`config.mk`:
```
export PLATFORM = sky130hd
export DESIGN_NAME = io_bus_arbiter_flat
export DESIGN_NICKNAME = d
export VERILOG_FILES = /design/src/rtl/io_arb_pkg.sv /design/src/rtl/io_bus_arbiter_if.sv /design/src/rtl/rr_pick.sv /design/src/rtl/io_bus_arbiter.sv /design/src/flat_wrapper.sv
export SDC_FILE = /design/constraint.sdc
export NUM_CORES = 1
export LEC_CHECK = 0
export BUFFER_PORTS_ARGS = -buffer_cell sky130_fd_sc_hd__buf_4
export CORE_MARGIN = 4
export CORE_UTILIZATION = 30
export CTS_CLUSTER_DIAMETER = 80
export DETAILED_ROUTE_END_ITERATION = 8
export PLACE_DENSITY = 0.56
export SLEW_MARGIN = 20
export SYNTH_ARGS = -nofsm -noshare
export SYNTH_HDL_FRONTEND = slang
export SYNTH_SLANG_ARGS = --single-unit
```
`constraint.sdc`:
```
create_clock -name clk_clk -period 3.3 [get_ports clk_clk]
set_input_delay 0.495 -clock clk_clk [delete_from_list [all_inputs] [get_ports clk_clk]]
set_output_delay 0.495 -clock clk_clk [all_outputs]
set_load 0.02 [all_outputs]
```
`src/rtl/io_arb_pkg.sv`:
```
`default_nettype none
// ============================================================================
// Module : io_arb_pkg
// Brief  : Shared widths, rw encoding and FSM states for io_bus_arbiter.
// Rev    : 1.0  initial release
// ============================================================================
package io_arb_pkg;

  localparam int IO_DATA_W = 16;
  localparam int IO_ADDR_W = 16;
  localparam int IO_BE_W   = 2;

  localparam logic RW_READ  = 1'b1;
  localparam logic RW_WRITE = 1'b0;

  typedef enum logic [1:0] {
    IDLE  = 2'd0,
    ISSUE = 2'd1,
    DONE  = 2'd2
  } arb_state_t;

endpackage
`default_nettype wire

```
`src/rtl/io_bus_arbiter_if.sv`:
```
`default_nettype none
// ============================================================================
// Module : io_bus_arbiter_if
// Brief  : Requester-side and bridge-side signals of the I/O bus arbiter.
// Rev    : 1.0  initial release
// ============================================================================
interface io_bus_arbiter_if #(
  parameter int NUM_REQ = 2
);
  import io_arb_pkg::*;

  logic [NUM_REQ-1:0]           req_valid;
  logic [NUM_REQ-1:0]           req_rw;
  logic [IO_ADDR_W*NUM_REQ-1:0] req_address;
  logic [IO_BE_W*NUM_REQ-1:0]   req_byte_enable;
  logic [IO_DATA_W*NUM_REQ-1:0] req_write_data;
  logic [NUM_REQ-1:0]           req_done;
  logic [NUM_REQ-1:0]           req_error;
  logic [IO_DATA_W-1:0]         rd_data;

  logic [IO_ADDR_W-1:0]         io_address;
  logic                         io_bus_enable;
  logic [IO_BE_W-1:0]           io_byte_enable;
  logic                         io_rw;
  logic [IO_DATA_W-1:0]         io_write_data;
  logic                         io_acknowledge;
  logic [IO_DATA_W-1:0]         io_read_data;

  // The arbiter is the bus master towards the bridge.
  modport master (
    input  req_valid, req_rw, req_address, req_byte_enable, req_write_data,
    output req_done, req_error, rd_data,
    output io_address, io_bus_enable, io_byte_enable, io_rw, io_write_data,
    input  io_acknowledge, io_read_data
  );

  modport slave (
    output req_valid, req_rw, req_address, req_byte_enable, req_write_data,
    input  req_done, req_error, rd_data,
    input  io_address, io_bus_enable, io_byte_enable, io_rw, io_write_data,
    output io_acknowledge, io_read_data
  );

endinterface
`default_nettype wire

```
`src/rtl/rr_pick.sv`:
```
`default_nettype none
// ============================================================================
// Module : rr_pick
// Brief  : Combinational round-robin picker, search starts after last_grant.
// Rev    : 1.0  initial release
// ============================================================================
module rr_pick #(
  parameter int NUM_REQ = 2,
  parameter int IDX_W   = 1
) (
  input  wire logic [NUM_REQ-1:0] req_valid,
  input  wire logic [IDX_W-1:0]   last_grant,
  output logic      [NUM_REQ-1:0] grant,
  output logic      [IDX_W-1:0]   index,
  output logic                    found
);

  logic [IDX_W-1:0] w_cand;

  always_comb begin
    grant  = '0;
    index  = '0;
    found  = 1'b0;
    w_cand = '0;
    for (int off = 1; off <= NUM_REQ; off++) begin
      w_cand = IDX_W'((int'(last_grant) + off) % NUM_REQ);
      if (!found && req_valid[w_cand]) begin
        found         = 1'b1;
        grant[w_cand] = 1'b1;
        index         = w_cand;
      end
    end
  end

endmodule
`default_nettype wire

```
`src/rtl/io_bus_arbiter.sv`:
```
`default_nettype none
// ============================================================================
// Module : io_bus_arbiter
// Brief  : Round-robin arbiter serialising requesters onto one I/O bridge.
// Rev    : 1.0  initial release
// ============================================================================
module io_bus_arbiter
  import io_arb_pkg::*;
#(
  parameter int NUM_REQ = 2,
  parameter int TIMEOUT = 255
) (
  input wire logic         clk_clk,
  input wire logic         reset_reset,
  io_bus_arbiter_if.master bus
);

  localparam int                IDX_W      = $clog2(NUM_REQ);
  localparam int                CNT_W      = $clog2(TIMEOUT + 1);
  localparam logic [IDX_W-1:0]  LAST_RESET = IDX_W'(NUM_REQ - 1);
  localparam logic [CNT_W-1:0]  CNT_LIMIT  = CNT_W'(TIMEOUT);

  arb_state_t           r_state;
  logic [CNT_W-1:0]     r_cnt;
  logic [IDX_W-1:0]     r_last_grant;
  logic [IDX_W-1:0]     r_winner;
  logic [NUM_REQ-1:0]   r_winner_oh;
  logic                 r_io_bus_enable;
  logic [IO_ADDR_W-1:0] r_io_address;
  logic [IO_BE_W-1:0]   r_io_byte_enable;
  logic                 r_io_rw;
  logic [IO_DATA_W-1:0] r_io_write_data;
  logic [NUM_REQ-1:0]   r_req_done;
  logic [NUM_REQ-1:0]   r_req_error;
  logic [IO_DATA_W-1:0] r_rd_data;

  logic [NUM_REQ-1:0]   w_pick_oh;
  logic [IDX_W-1:0]     w_pick_idx;
  logic                 w_pick_found;
  logic [CNT_W-1:0]     w_cnt_next;

  logic [IO_ADDR_W-1:0] w_addr [NUM_REQ];
  logic [IO_BE_W-1:0]   w_be   [NUM_REQ];
  logic [IO_DATA_W-1:0] w_wdat [NUM_REQ];

  for (genvar i = 0; i < NUM_REQ; i++) begin : g_unpack
    assign w_addr[i] = bus.req_address[IO_ADDR_W*i +: IO_ADDR_W];
    assign w_be[i]   = bus.req_byte_enable[IO_BE_W*i +: IO_BE_W];
    assign w_wdat[i] = bus.req_write_data[IO_DATA_W*i +: IO_DATA_W];
  end

  rr_pick #(
    .NUM_REQ (NUM_REQ),
    .IDX_W   (IDX_W)
  ) u_rr_pick (
    .req_valid  (bus.req_valid),
    .last_grant (r_last_grant),
    .grant      (w_pick_oh),
    .index      (w_pick_idx),
    .found      (w_pick_found)
  );

  assign w_cnt_next = r_cnt + CNT_W'(1);

  always_ff @(posedge clk_clk) begin
    if (reset_reset) begin
      r_state          <= IDLE;
      r_cnt            <= '0;
      r_last_grant     <= LAST_RESET;
      r_winner         <= '0;
      r_winner_oh      <= '0;
      r_io_bus_enable  <= 1'b0;
      r_io_address     <= '0;
      r_io_byte_enable <= '0;
      r_io_rw          <= RW_WRITE;
      r_io_write_data  <= '0;
      r_req_done       <= '0;
      r_req_error      <= '0;
      r_rd_data        <= '0;
    end else begin
      r_req_done  <= '0;
      r_req_error <= '0;
      case (r_state)
        IDLE: begin
          if (w_pick_found) begin
            r_winner         <= w_pick_idx;
            r_winner_oh      <= w_pick_oh;
            r_io_rw          <= bus.req_rw[w_pick_idx];
            r_io_address     <= w_addr[w_pick_idx];
            r_io_byte_enable <= w_be[w_pick_idx];
            r_io_write_data  <= w_wdat[w_pick_idx];
            r_io_bus_enable  <= 1'b1;
            r_cnt            <= '0;
            r_state          <= ISSUE;
          end
        end
        ISSUE: begin
          // Acknowledge is tested first so it wins over a same-cycle timeout.
          if (bus.io_acknowledge) begin
            if (r_io_rw == RW_READ) begin
              r_rd_data <= bus.io_read_data;
            end
            r_req_done      <= r_winner_oh;
            r_io_bus_enable <= 1'b0;
            r_state         <= DONE;
          end else if (w_cnt_next == CNT_LIMIT) begin
            r_req_error     <= r_winner_oh;
            r_rd_data       <= '0;
            r_io_bus_enable <= 1'b0;
            r_state         <= DONE;
          end else begin
            r_cnt <= w_cnt_next;
          end
        end
        DONE: begin
          r_last_grant <= r_winner;
          r_state      <= IDLE;
        end
        default: r_state <= IDLE;
      endcase
    end
  end

  assign bus.req_done       = r_req_done;
  assign bus.req_error      = r_req_error;
  assign bus.rd_data        = r_rd_data;
  assign bus.io_address     = r_io_address;
  assign bus.io_bus_enable  = r_io_bus_enable;
  assign bus.io_byte_enable = r_io_byte_enable;
  assign bus.io_rw          = r_io_rw;
  assign bus.io_write_data  = r_io_write_data;

endmodule
`default_nettype wire

```
`src/flat_wrapper.sv`:
```
// flat-port wrapper written by rule: the top's interface ports become plain ports
module io_bus_arbiter_flat import io_arb_pkg::*;
#(
  parameter int NUM_REQ = 2,
  parameter int TIMEOUT = 255
)
  (clk_clk, reset_reset, bus_req_valid, bus_req_rw, bus_req_address, bus_req_byte_enable, bus_req_write_data, bus_req_done, bus_req_error, bus_rd_data, bus_io_address, bus_io_bus_enable, bus_io_byte_enable, bus_io_rw, bus_io_write_data, bus_io_acknowledge, bus_io_read_data);
  io_bus_arbiter_if #(.NUM_REQ(NUM_REQ)) bus_i ();
  input wire logic clk_clk;
  input wire logic reset_reset;
  input wire logic [$bits(bus_i.req_valid)-1:0] bus_req_valid;
  input wire logic [$bits(bus_i.req_rw)-1:0] bus_req_rw;
  input wire logic [$bits(bus_i.req_address)-1:0] bus_req_address;
  input wire logic [$bits(bus_i.req_byte_enable)-1:0] bus_req_byte_enable;
  input wire logic [$bits(bus_i.req_write_data)-1:0] bus_req_write_data;
  output wire logic [$bits(bus_i.req_done)-1:0] bus_req_done;
  output wire logic [$bits(bus_i.req_error)-1:0] bus_req_error;
  output wire logic [$bits(bus_i.rd_data)-1:0] bus_rd_data;
  output wire logic [$bits(bus_i.io_address)-1:0] bus_io_address;
  output wire logic [$bits(bus_i.io_bus_enable)-1:0] bus_io_bus_enable;
  output wire logic [$bits(bus_i.io_byte_enable)-1:0] bus_io_byte_enable;
  output wire logic [$bits(bus_i.io_rw)-1:0] bus_io_rw;
  output wire logic [$bits(bus_i.io_write_data)-1:0] bus_io_write_data;
  input wire logic [$bits(bus_i.io_acknowledge)-1:0] bus_io_acknowledge;
  input wire logic [$bits(bus_i.io_read_data)-1:0] bus_io_read_data;
  assign bus_i.req_valid = bus_req_valid;
  assign bus_i.req_rw = bus_req_rw;
  assign bus_i.req_address = bus_req_address;
  assign bus_i.req_byte_enable = bus_req_byte_enable;
  assign bus_i.req_write_data = bus_req_write_data;
  assign bus_req_done = bus_i.req_done;
  assign bus_req_error = bus_i.req_error;
  assign bus_rd_data = bus_i.rd_data;
  assign bus_io_address = bus_i.io_address;
  assign bus_io_bus_enable = bus_i.io_bus_enable;
  assign bus_io_byte_enable = bus_i.io_byte_enable;
  assign bus_io_rw = bus_i.io_rw;
  assign bus_io_write_data = bus_i.io_write_data;
  assign bus_i.io_acknowledge = bus_io_acknowledge;
  assign bus_i.io_read_data = bus_io_read_data;
  io_bus_arbiter #(.NUM_REQ(NUM_REQ), .TIMEOUT(TIMEOUT)) u_core (.clk_clk(clk_clk), .reset_reset(reset_reset), .bus(bus_i));
endmodule
```
# Word-level counts from Yosys, hierarchy flattened
# Index checks and enable logic that the tools add are counted.
# Widths: inputs -> output; s select.
# word_totals
latch_bits	0
word_cells	89
ff_bits	70
in_bits	91
mem_bits_rw	0
rom_bits	0
out_inout_bits	56
n_memories	0
# op_classes
mul	0
n_lt_le_gt_ge	6
n_div	0
n_addsub	3
n_bitwise	5
shifts	0
n_eq_ne	8
n_mux	40
reduce_logical	14
# op_table
cell	count
$mux 16	9
$mux 8	3
$mux 2	8
$pmux 8 s2	1
$mux 1	15
$add 8x1->8 const B	1
$eq 8x8->1 const B	1
$lt 1x2->1 const B	3
$ne 2x2->1 const B	3
$reduce_and 3->1	2
$pmux 2 s2	1
$reduce_and 2->1	2
$reduce_and 4->1	1
$reduce_bool 2->1	2
$reduce_or 4->1	1
$logic_and 1x1->1	3
$ne 3x2->1 const B	1
$not 1->1	3
$reduce_or 3->1	1
$add 1x1->1 const B	2
$demux 1 s1	2
$eq 2x1->1 const B	1
$eq 2x2->1 const B	1
$ge 1x1->1 const B	2
other kinds (7)	7

# Logic depth before layout (Yosys ltp)
# Gate-level depths: netlist of the first run.
# depth
depth_word	11
mapped_depth	10
depth_no_buf	8

# Hierarchy
# A second synthesis of the first run with hierarchy kept.
# hier_totals
hier_cells	308
hier_area_um2	2974.1
# by_module_without_submodules
mod	n_inst	seq_area_each_um2	cells_each	area_per_inst_um2
io_bus_arbiter	1	1401.3	303	2941.6
rr_pick	1	0.0	5	32.5

# Worst setup path before layout of the first run
# OpenSTA, ideal clock, no wires.
# synth_timing
path_kind	register -> register
from	register u_core.r_cnt[0]
to	register u_core.r_rd_data[15], in the netlist u_core.bus.rd_data[15]
setup_time_ns	0.138
setup_slack_ns	1.338
required_ns	3.162
t_arrival_ns	1.824
path_stages_with_launch	10
path_cell_list	dfxtp_1 > ha_1 > nand2b_1 > nor3_1 > nor3_4 > or3_1 > buf_6 > buf_12 > nand3_2 > a21oi_2
# synth_between
elab_chain_len	4
# synth_rtl
item	line_no	rtl
start: declaration	io_bus_arbiter.sv:24	logic [CNT_W-1:0] r_cnt;
start signal: assignment	io_bus_arbiter.sv:112	r_cnt <= w_cnt_next;
$add 8x1->8	io_bus_arbiter.sv:63	assign w_cnt_next = r_cnt + CNT_W'(1);
$eq 8x8->1	io_bus_arbiter.sv:106	end else if (w_cnt_next == CNT_LIMIT) begin
$reduce_bool 2->1 (no source line)	n/a	
$reduce_and 3->1 (no source line)	n/a	
end signal: assignment	io_bus_arbiter.sv:101	r_rd_data <= bus.io_read_data;
end: declaration	io_bus_arbiter.sv:35	logic [IO_DATA_W-1:0] r_rd_data;
# Every way passes these cells.
# A chain may end at the register's enable or synchronous reset.

# Worst setup path after layout of the first run
# layout_timing
from	register u_core.r_cnt[0]
to	register u_core.r_rd_data[14], in the netlist u_core.bus.rd_data[14]
# Same word-level chain as after synthesis.

==> results of run 1 <==
through the flow:
| stage | util | area (um^2) |
|---|---|---|
| after floorplan | - | 3210 |
| after global placement | 0.424 | 4400 |
| after detailed placement | 0.424 | 4400 |
| after CTS | 0.444 | 4610 |
| after global routing | 0.444 | 4610 |
| final | 0.444 | 4610 |
final timing paths:
kind | from | to | slack (ns) | cells past startpoint
setup reg to reg | u_core.r_cnt[0] | u_core.bus.rd_data[14] | 0.96 | 7
hold / removal | bus_io_read_data[12] | u_core.bus.rd_data[12] | 0.44 | 3
hold reg to reg | u_core.r_winner | u_core.r_winner | 0.47 | 2
setup / recovery | u_core.r_cnt[0] | u_core.bus.rd_data[14] | 0.96 | 7
sequential cells by signal, summed over array words and instances (netlist names):
register / count
u_core.r_last_grant: 1
u_core.bus.io_write_data: 16
u_core.bus.io_rw: 1
u_core.r_cnt: 8
u_core.r_winner: 1
u_core.r_state: 2
u_core.bus.rd_data: 16
u_core.r_winner_oh: 2
u_core.bus.io_byte_enable: 2
u_core.bus.io_address: 16
u_core.bus.req_done: 2
u_core.bus.req_error: 2
u_core.bus.io_bus_enable: 1
cell type report:
class | instances | area [um^2]
Inverter | 4 | 15.0
Sequential cell | 70 | 1400
Clock inverter | 6 | 68.8
Timing Repair Buffer | 151 | 1150
Clock buffer | 10 | 138
Tap cell | 136 | 170
Fill cell | 1025 | 5760
Multi-Input combinational cell | 239 | 1670
layer usage:
metal / routed length, um / vias to the layer above / GRT usage / part of all wire
li1: - / 1517 / - / -
met1: 3940 / 1319 / 0.184 / 0.45
met2: 3970 / 106 / 0.214 / 0.45
met3: 693 / 14 / 0.0516 / 0.079
met4: 155 / 0 / 0.0503 / 0.018
met5: 0 / - / 0 / 0
report_power, final:
part / internal, mW / switching [mW]
sequential: 0.915 / 0.0461
clock: 0.374 / 0.342
combinational: 0.233 / 0.260
layout by cell type, fill, tap and decap left out, types with 4 or more instances in the layout:
master    synthesis  routed
a21boi_0          5       4
buf_4             1     150
a211oi_1         35      35
nand3_2          11      11
mux2i_1          35      35
a21oi_1          11      11
nand3_1          10      10
inv_1             4       4
nand2_1          14      14
dfxtp_1          70      70
nor2_1           46      45
clkbuf_8          0      10
a21oi_2          10      10
a22oi_1          16      16
nand2b_1          4       4
worst reg2reg max path, cell delays in order (launching register included):
cell and delay, ns:
dfxtp_1 0.37, ha_1 0.26, nand2b_1 0.17, nor3_1 0.34
nor3_4 0.08, or3_1 0.69, nand3_1 0.22, a21oi_1 0.08
cells by family (layout without fill, tap and decap cells):
kind of cell             Yosys count  after routing  synth area share
AO/OA/AOI/OAI                     93             93             0.217
XOR/XNOR                           1              1           0.00273
adder cells (fa/ha/maj)            2              2           0.00779
buffers and inverters             31            171            0.0491
flip-flops                        70             70             0.436
multiplexers                      36             36             0.113
AND/OR/NAND/NOR                  107            107             0.175
==> summary.md, run 1 <==
| Metric | Value |
|---|---|
| # IOs | `147` |
| Starting Density | `0.310` |
| Crit-path max FO | `16` |
| CP Cell Sequence | `ha_1 -> nand2b_1 -> nor3_1 -> nor3_4 -> or3_1 -> nand3_1 -> a21oi_1` |
| Main synth FF type | `dfxtp_1` |
| DRC | `0` |
| Fin crit share | `0.710` |
| Final total power | `2.17 mW` |
| Die area | `12400 um^2` |
| Count leader, synth | `dfxtp_1` |
| CP Capture Type | `register` |
| Crit path kind | `register to register` |
| CTS Buf Count | `9` |
| Postcts setup bufs | `0` |
| Syn Area/Cell | `9.45 um^2` |
| Antenna Cells | `0` |
| Post-CTS Hold Buffers | `0` |
| Final Slew Violations | `0` |
| Row Count | `37` |
| Rel. slew slack | `0.500` |
| Post-route insts no fill | `616` |
| CTS clock-pin slew for the worst setup and hold paths | `0.09 ns` |
| Initial antenna violation count | `0` |
| DR vias | `2956` |
| GPL Wtd Cong | `0.770` |
| WP data required | `3.49 ns` |
| Synthesis-to-layout area growth | `43.4%` |
| Slowest cell delay on critical path | `0.69 ns` |
| Fin Hold WS | `0.443 ns` |
| # resized after CTS | `0` |
| Post-Syn Area | `3210 um^2` |
| Clk_lat worst skew | `0.34 ns` |
| RSZ-0062 raised after global routing | `no` |
| Final nets | `568` |
| Yosys cell types | `48` |
| Port Buf Inserts | `146` |
| Setup TNS Final | `0 ns` |
| Dpl cells | `600` |
| Ys async rst share | `0` |
| DR WL/cell | `14.2 um` |
| Synth top cells by count | `dfxtp_1 (70), nor2_1 (46), a211oi_1 (35), mux2i_1 (35), clkbuf_1 (17)` |
| Initial DRC count | `116` |
| Cell Pwr Density | `471 nW/um^2` |
| Overflow after GRT | `0` |
| Total core area | `10400 um^2` |
| CP Launch Type | `register` |
| Aggregate routed wire length | `8750 um` |
| GRT Total Usage | `0.141` |
| Pre-antenna DRT Iters | `4` |
| Synth Warn # | `0` |
| Clock skew | `0.0112 ns` |
| Top cell type by total area after synthesis | `dfxtp_1` |
| Post-DP HPWL | `6370 um` |
| Clk Tree Root Cell | `clkbuf_8` |
| # setup viols final | `0` |
| First-pass GRT wire length | `14600 um` |
| WP buf/inv | `0` |
| Sequential area share after synthesis | `0.436` |
| CTS tree | `built` |
| Syn Inst Count | `340` |
| WP data arrival | `2.54 ns` |
| H-tree depth | `3` |
| Worst-margin pin slew | `0.749 ns` |
| Outcome | `finished, final reports clean` |
| LEAKAGE | `1.90 nW` |
| Clock Sinks | `70` |
| Final min period | `2.34 ns` |
| Post-synth EDFFs | `0` |
| Ratio of cells with drive above 1 in the final layout | `0.417` |
| Total of max-cap violations | `0` |
| Top-area cell type share of the netlist area | `0.436` |
| Die X | `111 um` |
| Pre-CTS setup slack | `0.973 ns` |
| Antenna viol nets, final | `0` |
| Synth Net Count | `433` |
| Final hold vios | `0` |
| Vias in the first global route | `2995` |
| Final WS setup | `0.956 ns` |
| Vias per inst | `4.80` |
| Delay-heaviest family, CP | `simple AND/OR/NAND/NOR gates` |
| Pin count of the biggest net entering global routing | `62` |
| Max rail drop VDD | `0.000218 V` |
| Worst hold path class | `input pin to register` |
| Slowest CP cell | `or3_1` |
| Seq cells post-synth | `70` |
| CTS max path bufs | `2` |
| Top cells by area, synth | `dfxtp_1 (44%), mux2i_1 (11%), a211oi_1 (8.2%)` |
| Fmax | `0.427 GHz` |
| Die Ht | `111 um` |
No activity file was read; power rests on OpenSTA's default activity.
==> run 2, diff against run 1 <==
- clock period: 3.3 -> 2.5 ns (I/O delays scaled with it)
==> run 2 against run 1 <==
  * Combinational power up 32%
  * Highest routed layer unchanged
  * Largest power group unchanged
  * Non-clock buffer count up 2
  * Clock-buffer cell count unchanged
  * Total power up 37%
  * Fmax up 9.6%
  * Hold slack worse by 0.13 ns
  * Critical path type unchanged
  * Clock skew up 0.0083 ns
  * Wire length up 0.30%
  * Critical path depth unchanged
  * Worst setup slack worse by 0.59 ns
==> summary.md, run 2 (synthesis results as in run 1) <==
| Metric | Value |
|---|---|
| P_int | `2.11 mW (+39%)` |
| Outcome | `finished, final reports clean` |
| Max rail drop VDD | `0.000299 V (+37%)` |
| # setup viols final | `0 (unchanged)` |
| Crit Reg-Reg Endpoint | `u_core.r_cnt[3]` |
| Clk_lat worst skew | `0.35 ns (about the same)` |
| DRC | `0 (unchanged)` |
| Port Buf Inserts | `146 (unchanged)` |
| Hold depth | `3 (unchanged)` |
| LEAKAGE | `1.91 nW (+0.75%)` |
| Fmax | `0.468 GHz (+9.6%)` |
| WP data arrival | `2.38 ns (-0.16 ns)` |
| Final min period | `2.14 ns (-0.205 ns)` |
| Clk Tree Root Cell | `clkbuf_8` |
| Fin crit share | `0.856 (+0.145)` |
| Rel. slew slack | `0.535 (+0.0342)` |
| CP Launch Type | `register` |
| H-tree depth | `3 (unchanged)` |
| # resized after CTS | `0 (unchanged)` |
| CTS clock-pin slew for the worst setup and hold paths | `0.09 ns (about the same)` |
| Ratio of cells with drive above 1 in the final layout | `0.419 (+0.00242)` |
| Aggregate routed wire length | `8780 um (+0.30%)` |
| Net switching power | `860 uW (+33%)` |
| DR vias | `2965 (+0.30%)` |
| Final hold vios | `0 (unchanged)` |
| Initial antenna violation count | `0 (unchanged)` |
| Sequential power share | `0.426 (-0.017)` |
| Final total power | `2.97 mW (+37%)` |
| Pin count of the biggest net entering global routing | `43 (-31%)` |
| Post-DP HPWL | `6430 um (+0.86%)` |
| Final nets | `570 (+0.35%)` |
| WP data required | `2.74 ns (-0.75 ns)` |
| Total of max-cap violations | `0 (unchanged)` |
| R2R Path Start | `u_core.r_cnt[0]` |
| DR WL/cell | `14.2 um (about the same)` |
| First-pass GRT wire length | `14500 um (-0.47%)` |
| Vias in the first global route | `3012 (+0.57%)` |
| Final Slew Violations | `0 (unchanged)` |
| Share of total power in the clock network | `0.354 (+0.024)` |
| Most common cell after layout, fill and taps aside | `buf_4` |
| Comb pwr share | `0.220 (-0.007)` |
| Die X | `111 um (unchanged)` |
| GPL Wtd Cong | `0.734 (-4.7%)` |
| Post-CTS Hold Buffers | `0 (unchanged)` |
| CTS Buf Count | `9 (unchanged)` |
| Starting Density | `0.310 (unchanged)` |
| Antenna Cells | `0 (unchanged)` |
| Die Ht | `111 um (unchanged)` |
| Worst-margin pin slew | `0.697 ns (-0.0521 ns)` |
| Setup TNS Final | `0 ns (unchanged)` |
| CP Capture Type | `register` |
| Row Count | `37 (unchanged)` |
| Vias per inst | `4.80 (about the same)` |
| Antenna viol nets, final | `0 (unchanged)` |
| Total core area | `10400 um^2 (unchanged)` |
| Hold Path Origin | `bus_io_read_data[11]` |
| Worst Hold End | `u_core.bus.rd_data[11]` |
| Cell Pwr Density | `639 nW/um^2 (+36%)` |
| R2R setup slack | `0.36 ns (-0.59 ns)` |
| Synthesis-to-layout area growth | `44.6%` |
| Worst hold path class | `input pin to register` |
| Crit path kind | `register to register` |
| # IOs | `147 (unchanged)` |
| CTS max path bufs | `2 (unchanged)` |
| Sw frac | `0.290 (-0.00882)` |
| Initial DRC count | `107 (-7.8%)` |
| Die area | `12400 um^2 (unchanged)` |
| Pre-antenna DRT Iters | `4 (unchanged)` |
| RSZ-0062 raised after global routing | `no` |
| Clock skew | `0.0195 ns (+0.00828 ns)` |
| Most frequent cells in the layout | `buf_4 (152), dfxtp_1 (70), nor2_1 (45), mux2i_1 (35), a211oi_1 (35)` |
| Postcts setup bufs | `0 (unchanged)` |
| CTS tree | `built` |
| Crit-path max FO | `6 (-10)` |
| FILL cells | `1029 (+0.39%)` |
| Overflow after GRT | `0 (unchanged)` |
| Cell count of the worst reg-to-reg path | `7 (unchanged)` |
| Clock Sinks | `70 (unchanged)` |
| GRT Total Usage | `0.141 (+0.000566)` |
==> run 2: cell count changes in the layout (fill, tap and decap cells not counted) <==
cell	delta
clkinv_4	-1
clkinvlp_4	+1
bufinv_16	+1
buf_4	+2
clkinv_2	-1
==> run 2: per-layer routing <==
layer,global-route usage,wire (um),vias to the layer above
li1,-,-,1519
met1,0.178,3890,1345
met2,0.220,4100,95
met3,0.0630,715,6
met4,0.0414,72,0
met5,0,0,-
==> run 2: power by group through the flow <==
stage               Clock [mW]  Combinational (mW)  Sequential, mW
floorplan                    0               0.252            1.39
global placement             0               0.659            1.29
detailed placement           0               0.664            1.29
CTS                       1.08               0.664            1.27
global route              1.13               0.714            1.28
finish                    1.05               0.652            1.27
==> run 2: worst max-delay path by stage <==
stage | endpoint | startpoint
2_1_floorplan | u_core.bus.rd_data[15] | u_core.r_cnt[0]
5_1_grt | u_core.r_cnt[3] | u_core.r_cnt[0]
6_report | u_core.r_cnt[3] | u_core.r_cnt[0]
3_3_place_gp | u_core.bus.rd_data[2] | u_core.r_state[1]
3_5_place_dp | u_core.r_cnt[3] | u_core.r_cnt[0]
4_1_cts | u_core.r_cnt[3] | u_core.r_cnt[0]
==> run 2: worst max-delay path: stages (launching register included) <==
cell and delay, ns:
dfxtp_1 0.36, ha_1 0.25, nand2b_1 0.18, nor3_1 0.32
nor3_4 0.08, o211ai_1 0.49, o31ai_1 0.14, a31o_2 0.22
==> run 2: per-stage QoR <==
stage | setup WS (ns) | cells | utilization | area [um^2] | hold WS [ns]
3_5_place_dp | 0.362 | 602 | 0.426 | 4410 | 0.457
4_1_cts | 0.353 | 618 | 0.448 | 4640 | 0.299
6_report | 0.361 | 618 | 0.448 | 4650 | 0.317
3_3_place_gp | 0.458 | 602 | 0.426 | 4410 | 0.452
5_1_grt | 0.143 | 618 | 0.448 | 4650 | 0.294
2_1_floorplan | 0.538 | 340 | - | 3210 | 0.435
==> run 2: final cells by class <==
cell class / count / area, um^2 / area share
Clock buffer: 10 / 138 / 0.0296
Clock inverter: 6 / 92.6 / 0.0199
Inverter: 4 / 15.0 / 0.00323
Multi-Input combinational cell: 239 / 1670 / 0.359
Sequential cell: 70 / 1400 / 0.302
Tap cell: 136 / 170 / 0.0366
Timing Repair Buffer: 153 / 1160 / 0.250
==> run 3, diff against run 2 <==
- ABC_AREA: unset -> 1
- GPL_ROUTABILITY_DRIVEN: unset -> 0
- PLACE_DENSITY: 0.56 -> 0.57
==> run 3 against run 2 <==
  * Wire length increased by 3.9%
  * Combinational power increased by 6.4%
  * Sequential share of layout area increased by 0.89 points
  * Synthesized area decreased by 3.2%
  * Die area decreased by 3.0%
  * Register-to-register slack improved by 0.30 ns
  * Global-route usage increased by 0.75 points
==> summary.md, run 3 <==
| Metric | Value |
|---|---|
| Sequential area share after synthesis | `0.451 (+0.0144)` |
| Worst Hold End | `u_core.r_winner_oh[0]` |
| Rel. slew slack | `0.613 (+0.0783)` |
| Most common cell after layout, fill and taps aside | `buf_4` |
| CTS clock-pin slew for the worst setup and hold paths | `0.08 ns (about the same)` |
| First-pass GRT wire length | `14200 um (-1.9%)` |
| WP data arrival | `2.12 ns (-0.26 ns)` |
| Ratio of cells with drive above 1 in the final layout | `0.302 (-0.117)` |
| Cell count of the worst reg-to-reg path | `11 (+4)` |
| Synthesis-to-layout area growth | `45.1%` |
| Final WS setup | `0.658 ns (+0.297 ns)` |
| Top-area cell type share of the netlist area | `0.451 (+0.0144)` |
| Fmax | `0.543 GHz (+16%)` |
| Ys async rst share | `0 (unchanged)` |
| CTS Buf Count | `9 (unchanged)` |
| H-tree depth | `3 (unchanged)` |
| CP Capture Type | `register` |
| Post-CTS Hold Buffers | `0 (unchanged)` |
| Synth Net Count | `542 (+25%)` |
| # IOs | `147 (unchanged)` |
| WP data required | `2.78 ns (+0.04 ns)` |
| DR WL/cell | `12.6 um (-11%)` |
| Antenna Cells | `0 (unchanged)` |
| CP Launch Type | `register` |
| Worst-margin pin slew | `0.580 ns (-0.117 ns)` |
| Total core area | `9950 um^2 (-4.0%)` |
| Syn Area/Cell | `6.93 um^2 (-27%)` |
| Postcts setup bufs | `0 (unchanged)` |
| Clock skew | `0.0104 ns (-0.00903 ns)` |
| Synth Warn # | `0 (unchanged)` |
| Hold Path Origin | `reset_reset` |
| Die Ht | `110 um (-1.5%)` |
| Pin count of the biggest net entering global routing | `73 (+70%)` |
| Clk_lat worst skew | `0.34 ns (about the same)` |
| Worst hold path class | `input pin to register` |
| Most frequent cells in the layout | `buf_4 (149), nand2_1 (138), dfxtp_1 (70), nor2_1 (53), o21ai_0 (42)` |
| Setup TNS Final | `0 ns (unchanged)` |
| Final Slew Violations | `0 (unchanged)` |
| R2R setup slack | `0.66 ns (+0.30 ns)` |
| Clk Tree Root Cell | `clkbuf_8` |
| Pre-CTS setup slack | `0.658 ns (+0.296 ns)` |
| Pre-antenna DRT Iters | `4 (unchanged)` |
| # setup viols final | `0 (unchanged)` |
| Final nets | `678 (+19%)` |
| LEAKAGE | `2.17 nW (+13%)` |
| Hold depth | `2 (-1)` |
| Syn Inst Count | `449 (+32%)` |
| Vias in the first global route | `3061 (+1.6%)` |
| R2R Path Start | `u_core.r_cnt[0]` |
| Die X | `110 um (-1.5%)` |
| CTS tree | `built` |
| Seq cells post-synth | `70 (unchanged)` |
| CTS max path bufs | `2 (unchanged)` |
| Total of max-cap violations | `0 (unchanged)` |
| DRC | `0 (unchanged)` |
| Port Buf Inserts | `146 (unchanged)` |
| Final min period | `1.84 ns (-0.297 ns)` |
| Starting Density | `0.312 (+0.00262)` |
| Top cell type by total area after synthesis | `dfxtp_1` |
| Initial antenna violation count | `0 (unchanged)` |
| Final hold vios | `0 (unchanged)` |
| Top cells by area, synth | `dfxtp_1 (45%), nand2_1 (17%), a31oi_1 (7.0%)` |
| Fin crit share | `0.737 (-0.119)` |
| Yosys cell types | `28 (-42%)` |
| # resized after CTS | `0 (unchanged)` |
| Count leader, synth | `nand2_1` |
| Clock Sinks | `70 (unchanged)` |
| Overflow after GRT | `0 (unchanged)` |
| Post-Syn Area | `3110 um^2 (-3.2%)` |
| Outcome | `finished, final reports clean` |
| Crit path kind | `register to register` |
| Vias per inst | `4.48 (-6.6%)` |
| Row Count | `36 (-2.7%)` |
| GRT Total Usage | `0.149 (+0.00746)` |
| Main synth FF type | `dfxtp_1` |
| Crit Reg-Reg Endpoint | `u_core.r_cnt[2]` |
| Synth top cells by count | `nand2_1 (138), dfxtp_1 (70), nor2_1 (53)` |
| Aggregate routed wire length | `9120 um (+3.9%)` |
| Max rail drop VDD | `0.000273 V (-8.7%)` |
| Initial DRC count | `97 (-9.3%)` |
| Cell Pwr Density | `636 nW/um^2 (-0.39%)` |
| RSZ-0062 raised after global routing | `no` |
| Die area | `12100 um^2 (-3.0%)` |
| Dpl cells | `707 (+17%)` |
| Post-DP HPWL | `6670 um (+3.7%)` |
| Antenna viol nets, final | `0 (unchanged)` |
| Post-synth EDFFs | `0 (unchanged)` |
| DR vias | `3237 (+9.2%)` |
| Post-route insts no fill | `722 (+17%)` |
| Crit-path max FO | `8 (+2)` |
-- run 3: final cells by class --
| cell class | instances | area (um^2) |
|---|---|---|
| multi-input combinational | 320 | 1480 |
| clock buffer | 10 | 128 |
| timing repair buffer | 151 | 1160 |
| tap | 133 | 166 |
| sequential | 70 | 1400 |
| clock inverter | 5 | 60.1 |
| fill | 1012 | 5440 |
| inverter | 33 | 124 |
-- run 3: worst max-delay path by stage --
stage                        endpoint            start
2_1_floorplan  u_core.bus.rd_data[15]  u_core.r_cnt[0]
3_3_place_gp    u_core.bus.rd_data[1]  u_core.r_cnt[0]
3_5_place_dp   u_core.bus.rd_data[15]  u_core.r_cnt[0]
4_1_cts               u_core.r_cnt[2]  u_core.r_cnt[0]
5_1_grt               u_core.r_cnt[2]  u_core.r_cnt[0]
6_report              u_core.r_cnt[2]  u_core.r_cnt[0]
-- run 3: layer usage --
layer  track usage  wire (um)  vias to the layer above
met5             0          0                        -
met4        0.0472        120                        0
met3        0.0834       1150                       11
met2         0.218       3860                      124
met1         0.185       3980                     1384
li1              -          -                     1718
-- run 3: critical path, stage by stage, from the launching register on --
cell      delay [ns]
dfxtp_1         0.41
ha_1            0.22
nand3_1         0.14
o21bai_1        0.15
nand2_1         0.11
nor2_4          0.14
nand2_2         0.07
nand2_4         0.09
nand2_2         0.11
inv_1           0.19
nor2_1          0.06
nor2_1          0.10
-- run 3: cell families (layout without fill, tap and decap cells) --
logic type,count (synthesis),in the layout,share of synthesized area
and+or+nand+nor,223,223,0.296
buffers and inverters,59,199,0.0752
AOI/OAI and AO/OA,94,94,0.168
adders and majority gates,2,2,0.00804
xor gates and xnor gates,1,1,0.00282
DFF,70,70,0.451
-- run 3: power breakdown --
part | switching (mW) | internal [mW]
combinational | 0.389 | 0.304
sequential | 0.0644 | 1.22
clock | 0.433 | 0.459
total | 0.887 | 1.98
-- run 3: per-stage QoR --
step / power (mW) / hold WS (ns) / utilization / cell area, um^2
after global placement: 2.01 / 0.455 / 0.435 / 4330
after CTS: 2.91 / 0.272 / 0.453 / 4510
after global routing: 3.03 / 0.283 / 0.453 / 4510
after detailed placement: 2.01 / 0.457 / 0.435 / 4330
after floorplan: 1.69 / 0.432 / - / 3110
final: 2.87 / 0.290 / 0.453 / 4510
